[config.mk]
export PLATFORM = sky130hd
export DESIGN_NAME = mem_port_arbiter
export DESIGN_NICKNAME = d
export VERILOG_FILES = /design/src/rtl/mem_arb_pkg.sv /design/src/rtl/mem_arb_id_fifo.sv /design/src/rtl/mem_port_arbiter.sv
export SDC_FILE = /design/constraint.sdc
export NUM_CORES = 1
export LEC_CHECK = 0
export CAP_MARGIN = 40
export CORE_AREA = 5 5 109 111
export DETAILED_ROUTE_END_ITERATION = 7
export DIE_AREA = 0 0 114 116
export GPL_TIMING_DRIVEN = 0
export PLACE_DENSITY = 0.74
export SYNTH_ARGS = -nofsm -noshare
export SYNTH_HDL_FRONTEND = slang
export SYNTH_HIERARCHICAL = 1
export SYNTH_SLANG_ARGS = --single-unit
[constraint.sdc]
create_clock -name clk_i -period 2.7 [get_ports clk_i]
set_input_delay 0.54 -clock clk_i [delete_from_list [all_inputs] [get_ports clk_i]]
set_output_delay 0.54 -clock clk_i [all_outputs]
set_load 0.01 [all_outputs]
[src/rtl/mem_arb_pkg.sv]
// Shared types and constants for the two-master memory port arbiter.
package mem_arb_pkg;

  localparam int NUM_MASTERS = 2;
  localparam int BE_WIDTH    = 4;   // byte enables at the default 32-bit data width

  typedef logic master_id_t;

endpackage

[src/rtl/mem_arb_id_fifo.sv]
// Owner-ID FIFO: remembers which master issued each outstanding request so the
// response can be routed back. Simultaneous push and pop are allowed.
module mem_arb_id_fifo
  import mem_arb_pkg::*;
#(
  parameter int DEPTH = 2
) (
  input  logic       clk_i,
  input  logic       rst_i,
  input  logic       push,
  input  logic       pop,
  input  master_id_t din,
  output master_id_t head,
  output logic       full,
  output logic       empty
);

  localparam int PTR_W = (DEPTH > 1) ? $clog2(DEPTH) : 1;
  localparam int CNT_W = $clog2(DEPTH + 1);

  master_id_t             slots [DEPTH];
  logic       [PTR_W-1:0] rd_ptr, wr_ptr;
  logic       [CNT_W-1:0] cnt;
  logic                   do_push, do_pop;

  function automatic logic [PTR_W-1:0] nxt(input logic [PTR_W-1:0] p);
    return (p == PTR_W'(DEPTH - 1)) ? '0 : p + 1'b1;
  endfunction

  assign empty   = (cnt == '0);
  assign full    = (cnt == CNT_W'(DEPTH));
  assign do_pop  = pop & ~empty;
  // A pop frees the slot being written, so a full FIFO can still accept a push alongside it.
  assign do_push = push & (~full | do_pop);
  assign head    = slots[rd_ptr];

  always_ff @(posedge clk_i) begin
    if (do_push) slots[wr_ptr] <= din;
  end

  always_ff @(posedge clk_i) begin
    if (rst_i) begin
      rd_ptr <= '0;
      wr_ptr <= '0;
      cnt    <= '0;
    end else begin
      if (do_push) wr_ptr <= nxt(wr_ptr);
      if (do_pop)  rd_ptr <= nxt(rd_ptr);
      case ({do_push, do_pop})
        2'b10:   cnt <= cnt + 1'b1;
        2'b01:   cnt <= cnt - 1'b1;
        default: cnt <= cnt;
      endcase
    end
  end

endmodule

[src/rtl/mem_port_arbiter.sv]
// Round-robin arbiter sharing one req/gnt/rvalid memory port between two cores,
// routing each response back to the master that issued the request.
module mem_port_arbiter
  import mem_arb_pkg::*;
#(
  parameter int ADDR_WIDTH      = 32,
  parameter int DATA_WIDTH      = 32,
  parameter int MAX_OUTSTANDING = 2
) (
  input  logic                                         clk_i,
  input  logic                                         rst_i,
  input  logic [NUM_MASTERS-1:0]                       m_req_i,
  output logic [NUM_MASTERS-1:0]                       m_gnt_o,
  output logic [NUM_MASTERS-1:0]                       m_rvalid_o,
  input  logic [NUM_MASTERS-1:0]                       m_we_i,
  input  logic [NUM_MASTERS-1:0][DATA_WIDTH/8-1:0]     m_be_i,
  input  logic [NUM_MASTERS-1:0][ADDR_WIDTH-1:0]       m_addr_i,
  input  logic [NUM_MASTERS-1:0][DATA_WIDTH-1:0]       m_wdata_i,
  output logic [DATA_WIDTH-1:0]                        m_rdata_o,
  output logic [NUM_MASTERS-1:0]                       m_err_o,
  output logic                                         s_req_o,
  input  logic                                         s_gnt_i,
  input  logic                                         s_rvalid_i,
  output logic                                         s_we_o,
  output logic [DATA_WIDTH/8-1:0]                      s_be_o,
  output logic [ADDR_WIDTH-1:0]                        s_addr_o,
  output logic [DATA_WIDTH-1:0]                        s_wdata_o,
  input  logic [DATA_WIDTH-1:0]                        s_rdata_i,
  input  logic                                         s_err_i,
  output logic                                         proto_err_o
);

  if (MAX_OUTSTANDING < 1) begin : g_bad_depth
    $error("mem_port_arbiter: MAX_OUTSTANDING must be at least 1");
  end

  master_id_t winner, last_q, lock_id_q, fifo_head;
  logic       lock_q, proto_err_q;
  logic       fifo_full, fifo_empty;
  logic       handshake, rsp;

  always_comb begin
    winner = ~last_q;
    if (lock_q) begin
      winner = lock_id_q;
    end else begin
      case (m_req_i)
        2'b01:   winner = 1'b0;
        2'b10:   winner = 1'b1;
        default: winner = ~last_q;
      endcase
    end
  end

  // A strictly full FIFO blocks new requests even if a response pops this cycle.
  assign s_req_o   = (|m_req_i) & ~fifo_full;
  assign handshake = s_req_o & s_gnt_i;
  assign rsp       = s_rvalid_i & ~fifo_empty;

  assign s_we_o    = m_we_i[winner];
  assign s_be_o    = m_be_i[winner];
  assign s_addr_o  = m_addr_i[winner];
  assign s_wdata_o = m_wdata_i[winner];
  assign m_rdata_o = s_rdata_i;

  always_comb begin
    m_gnt_o            = '0;
    m_gnt_o[winner]    = handshake;
    m_rvalid_o         = '0;
    m_rvalid_o[fifo_head] = rsp;
    m_err_o            = '0;
    m_err_o[fifo_head] = rsp & s_err_i;
  end

  // Lock holds the winner of a pending request so its fields never change
  // under the memory; it drops on handshake or when nobody requests.
  always_ff @(posedge clk_i) begin
    if (rst_i) begin
      last_q      <= 1'b1;
      lock_q      <= 1'b0;
      lock_id_q   <= 1'b0;
      proto_err_q <= 1'b0;
    end else begin
      lock_q    <= s_req_o & ~s_gnt_i;
      lock_id_q <= winner;
      if (handshake) last_q <= winner;
      if (s_rvalid_i && fifo_empty) proto_err_q <= 1'b1;
    end
  end

  assign proto_err_o = proto_err_q;

  mem_arb_id_fifo #(
    .DEPTH (MAX_OUTSTANDING)
  ) u_id_fifo (
    .clk_i (clk_i),
    .rst_i (rst_i),
    .push  (handshake),
    .pop   (s_rvalid_i),
    .din   (winner),
    .head  (fifo_head),
    .full  (fifo_full),
    .empty (fifo_empty)
  );

endmodule

Yosys cells after proc, flatten, opt, wreduce, memory -nomap -nowiden --
Memories as Yosys holds them, arrays and structs flattened. A register that Yosys moved wholly into a read port is not among the register bits. Index checks and enable logic that the tools add are counted.
Storage, ports and cells: memories kept 1, bits in registers 8, latch bits 0, bits in read-only memories 0, output and inout port bits 109, memory bits (writable) 2, word-level logic and storage cells 62
Cells by class: mux-type cells 21, bitwise operators 14, reduce and logical (&&, ||, !) cells 6, eq/ne operators 5, multiply operators 0, $lt $le $gt $ge 4, shifts and indexed selects 0, div/mod/pow operators 0, add/sub/neg operators 4
Memories:
- u_id_fifo.slots | depth 2, bits a word 1, rd ports 1, clocked after Yosys merged registers in 1, wr ports 1, line mem_arb_id_fifo.sv:21 | master_id_t slots [DEPTH];
Operator list (count):
- 32-bit 2-to-1 mux | 4
- 1-bit 2-to-1 mux | 11
- 4-bit 2-to-1 mux | 2
- 1-bit AND | 6
- 2-bit AND | 3
- 2-bit equality test (second input constant) | 3
- 2-bit by 1-bit equality test with 1-bit output (second input constant) | 2
- 1-bit by 2-bit less-than comparator with 1-bit output (second input constant) | 2
- 1-bit NOT | 4
- 2-bit one-hot mux with 2 select lines | 1
- 1-bit logical AND | 3
- 1-bit adder (second input constant) | 2
- 2-bit by 1-bit adder with 2-bit output (second input constant) | 1
- 1-bit demux with 1-bit select | 2
- 1-bit >= comparator (second input constant) | 2
- 2-bit zero test | 1
- 1-bit one-hot mux with 2 select lines | 1
- 2-bit nonzero test | 1
- 2-bit OR reduction | 1
- 2-bit by 1-bit subtractor with 2-bit output (second input constant) | 1
- 1-bit bitwise OR | 1

Longest topological paths before layout --
Gate-level depths: netlist of run 1.
depth after elaboration 8, mapped depth 9

Modules after synthesis --
Netlist of run 1, hierarchy kept.
By module, submodules not included:
- mem_port_arbiter | area an instance 2457.4 um2, seq. area each 80.1 um2, cells each 300, times used 1
- mem_arb_id_fifo | area an instance 324.1 um2, seq. area each 160.2 um2, cells each 30, times used 1

Worst setup path after synthesis of run 1 --
OpenSTA, ideal clock, no wires.
path type input to output, start point input port m_req_i[0], end point output port s_wdata_o[10], stages on the path 7, path buffers 2, required time 2.160 ns, data arrival time 1.984 ns, setup slack 0.176 ns, path through inv_1 > ha_1 > and2_1 > nor3_1 > clkbuf_1 > clkbuf_1 > a221o_1
Between the ends: word-level cells in the longest chain between the ends 5, elaborated cells on any way between the ends 6, classes of those cells eq/ne: 2; mux: 4
Ends and longest elaborated chain:
- start, declared | line mem_port_arbiter.sv:12 | input logic [NUM_MASTERS-1:0] m_req_i,
- 2-bit equality test / 2-bit by 1-bit equality test with 1-bit output (equally long branches) | line mem_port_arbiter.sv:47 | case (m_req_i)
- 1-bit one-hot mux with 2 select lines (*) | line mem_port_arbiter.sv:47
- 1-bit 2-to-1 mux (*) | line mem_port_arbiter.sv:44 | if (lock_q) begin
- 32-bit 2-to-1 mux (not written as such) (*) (2 in a row) | line mem_port_arbiter.sv:63 | assign s_wdata_o = m_wdata_i[winner];
- end, declared | line mem_port_arbiter.sv:27 | output logic [DATA_WIDTH-1:0] s_wdata_o,
Every way passes the cells marked *; elsewhere a longest branch is shown, timed or not. The select of a mux whose other input is x is not followed.

Worst setup path in the final report of run 1 --
start point input port m_req_i[1], end point output port s_addr_o[13]
Between the ends: word-level cells in the longest chain between the ends 5, elaborated cells on any way between the ends 6, classes of those cells eq/ne: 2; mux: 4
Ends and longest elaborated chain:
- 2-bit equality test / 2-bit by 1-bit equality test with 1-bit output (equally long branches) | line mem_port_arbiter.sv:47
- 1-bit one-hot mux with 2 select lines (*) | line mem_port_arbiter.sv:47
- 1-bit 2-to-1 mux (*) | line mem_port_arbiter.sv:44
- 32-bit 2-to-1 mux (not written as such) (*) (2 in a row) | line mem_port_arbiter.sv:62 | assign s_addr_o = m_addr_i[winner];
- end, declared | line mem_port_arbiter.sv:26 | output logic [ADDR_WIDTH-1:0] s_addr_o,
Marked as above.

==> results of run 1 <==
==> per-layer routing <==
layer,up-vias,GRT usage,routed length (microns)
met5,-,0,0
met2,171,0.347,6740
met3,12,0.0460,1140
met4,0,0.0340,178
met1,1701,0.188,4870
li1,1768,-,-
==> worst paths after layout <==
kind                            startpoint  depth (start not counted)  slack [ns]                       endpoint
max                             m_req_i[1]                          9        0.10                   s_addr_o[13]
min               proto_err_o$_SDFFE_PP0P_                          2        0.46       proto_err_o$_SDFFE_PP0P_
max reg2reg  u_id_fifo/cnt[0]$_SDFFE_PP0P_                          8        0.56  u_id_fifo/cnt[1]$_SDFFE_PP0P_
min reg2reg       proto_err_o$_SDFFE_PP0P_                          2        0.46       proto_err_o$_SDFFE_PP0P_
==> worst max-delay path: stages <==
cell             delay (ns)
buf_2                  0.10
inv_2                  0.04
ha_4                   0.26
and2_4                 0.14
nor3_2                 0.05
clkbuf_8               0.19
buf_6                  0.15
a221o_1                0.34
clkdlybuf4s15_1        0.23
==> layout by cell type, fill, tap and decap left out, types with 2 or more instances in the layout <==
| cell type | netlist | layout |
|---|---|---|
| clkdlybuf4s50_1 | 0 | 180 |
| buf_2 | 13 | 69 |
| mux2i_1 | 69 | 69 |
| nor2b_1 | 69 | 69 |
| a221o_1 | 69 | 69 |
| buf_4 | 32 | 36 |
| nor2_1 | 13 | 12 |
| clkbuf_8 | 0 | 10 |
| dfxtp_1 | 9 | 8 |
| clkbuf_1 | 15 | 7 |
| buf_6 | 4 | 6 |
| nor3_1 | 4 | 3 |
| inv_2 | 1 | 3 |
| a21oi_1 | 3 | 3 |
| dlygate4sd2_1 | 0 | 3 |
| clkdlybuf4s15_2 | 0 | 3 |
| clkdlybuf4s15_1 | 0 | 3 |
| inv_1 | 4 | 2 |
| buf_8 | 0 | 2 |
| clkbuf_2 | 0 | 2 |
| clkbuf_16 | 0 | 2 |
| nor3b_1 | 2 | 2 |
| ha_1 | 3 | 2 |
| xnor2_1 | 2 | 2 |
| edfxtp_1 | 2 | 2 |
==> flip-flops by register name, summed over array words and instances, names as in the netlist, named ones only <==
signal and flops:
u_id_fifo/cnt 2, u_id_fifo/rd_ptr 1, proto_err_o 1, last_q 1, lock_q 1, u_id_fifo/slots 2
u_id_fifo/wr_ptr 1, lock_id_q 1
==> repair_timing <==
item | 4_1_cts | 5_1_grt
setup buffers | 4 | 0
endpoints found under the setup margin | 71 | 63
pin swaps | 5 | 3
cloned | 3 | 0
resized for setup | 317 | 7
==> metrics by stage <==
stage | setup WS [ns] | hold WS (ns) | setup TNS (ns) | power [mW]
floorplan | 0.176 | 0.432 | 0 | 1.15
global placement | -1.32 | 0.449 | -75.81 | 2.03
detailed placement | -1.34 | 0.461 | -77.29 | 2.07
CTS | 0.000793 | 0.472 | 0 | 2.18
global route | 0.0179 | 0.515 | 0 | 2.30
finish | 0.102 | 0.465 | 0 | 2.15
==> cells by family after synthesis <==
logic type / share of synthesized area
simple gates: 0.205
buf+inv: 0.153
mux: 0.258
xor+xnor: 0.00945
compound gates: 0.275
fa+ha+maj: 0.0135
flops: 0.0864
==> area by class of cell <==
type / count / area share
multi-input combinational: 250 / 0.390
buffer: 63 / 0.0988
timing repair buffer: 260 / 0.424
inverter: 5 / 0.00341
sequential: 11 / 0.0439
tap: 140 / 0.0319
clock buffer: 4 / 0.00819
==> where the power goes <==
group	total [mW]	internal [mW]	switching (mW)
Clock	0.162	0.103	0.0589
Combinational	1.75	0.979	0.770
Sequential	0.240	0.212	0.0273
==> impl_metrics.tcl, run 1 <==
set metrics [dict create \
    via_per_inst 4.98 \
    vdd_drop_max_v 0.000245 \
    drc_errors 0 \
    async_flop_share 0 \
    die_w_microns 114 \
    overflow 0 \
    synth_nets 510 \
    clock_path_buffers 2 \
    routedWlPerCell_microns 17.6 \
    status "complete, no violations" \
    fmax_ghz 0.385 \
    synth-edff-count 2 \
    rsz0062_at_grt "no" \
    crit_type "input port to primary output" \
    insertedDiodeCount 0 \
    rows 38 \
    yosysTopAreaCell "a221o_1" \
    initial_utilization 0.260 \
    dp_hpwl_microns 10800 \
    nNetsFinal 774 \
    start_kind "input port" \
    core-area_sq_um 10700 \
    grt_pass1_vias 3861 \
    fin_skew_ns 0.00170 \
    dieHeight_microns 116 \
    place_inst 723 \
    drt_iter0_markers 171 \
    layout-drive-gt1-share 0.251 \
    end_kind "primary output" \
    p_leak_nw 2.23 \
    grtUsageTotal 0.176 \
    grt_max_degree 11 \
    yosysWarnings 6 \
    yosys-top-cells-area "a221o_1, mux2i_1, nor2b_1" \
    relSlewSlack 0.767 \
    cp_max_fo 10 \
    clk_latency_ns 0.24 \
    required_ns 2.16 \
    root_buffer "clkbuf_8" \
    io-pin-count 286 \
    synthTopCellsByCount "a221o_1, mux2i_1, nor2b_1" \
    first_pass_iters 4 \
    numCtsBuffers 3 \
    antenna_left 0 \
    fin_crit_sh 0.962 \
    io_buffers 253 \
    grt_antenna_before_repair 0 \
    fin_area_sq_um 5500 \
    gp_congestion 0.892 \
    via_count 3652 \
    synth_cell_types 33 \
    die_area_sq_um 13200 \
    routed_wirelength_microns 12900 \
    final_hold_viol_count 0 \
    synth_top_flop_cell "dfxtp_1" \
    worst_pin_slew_ns 0.348 \
    cts_tree "built" \
    avgSynthCellArea_sq_um 8.43 \
    synth-seq-area-share 0.0864 \
    synth_top_cell_area_share 0.248 \
    hold_path.class "register to register" \
    p_per_area_nw_per_um2 391 \
    stdcell_count 733 \
    cap_viol_max_count 0 \
    syn2layout_area_growth_pct 97.6 \
    path_clk_slew_ns 0.05 \
    area.sequential_sq_um 241 \
    ctsHtreeMaxLevel 1 \
    cp.arrival_ns 2.06 \
    cts_num_sinks 11 \
    grt_first_pass_wirelength_microns 19100 \
    ys_ff_latch 11 \
    netlist_instances 330 \
    fin_crit_ns 2.60 \
    multi_input_area_sq_um 2140 \
    holdBufCountCts 0 \
    fin_util 0.514 \
    fillers 1037 \
    finalSetupViolations 0 \
    report.final.slew_viol_count 0 \
    place_area_sq_um 5490 \
    syn_area_sq_um 2780 \
]
Note: power is estimated with default switching activity, not from simulation.
==> run 2, diff against run 1 <==
--- a/config.mk
+++ b/config.mk
@@ -7,6 +7,7 @@
 export LEC_CHECK = 0
 export CAP_MARGIN = 40
 export CORE_AREA = 5 5 109 111
+export CTS_CLUSTER_DIAMETER = 200
 export DETAILED_ROUTE_END_ITERATION = 7
 export DIE_AREA = 0 0 114 116
 export GPL_TIMING_DRIVEN = 0
==> results of run 2 <==
Final layout, timing and power as in run 1 (identical DEF).
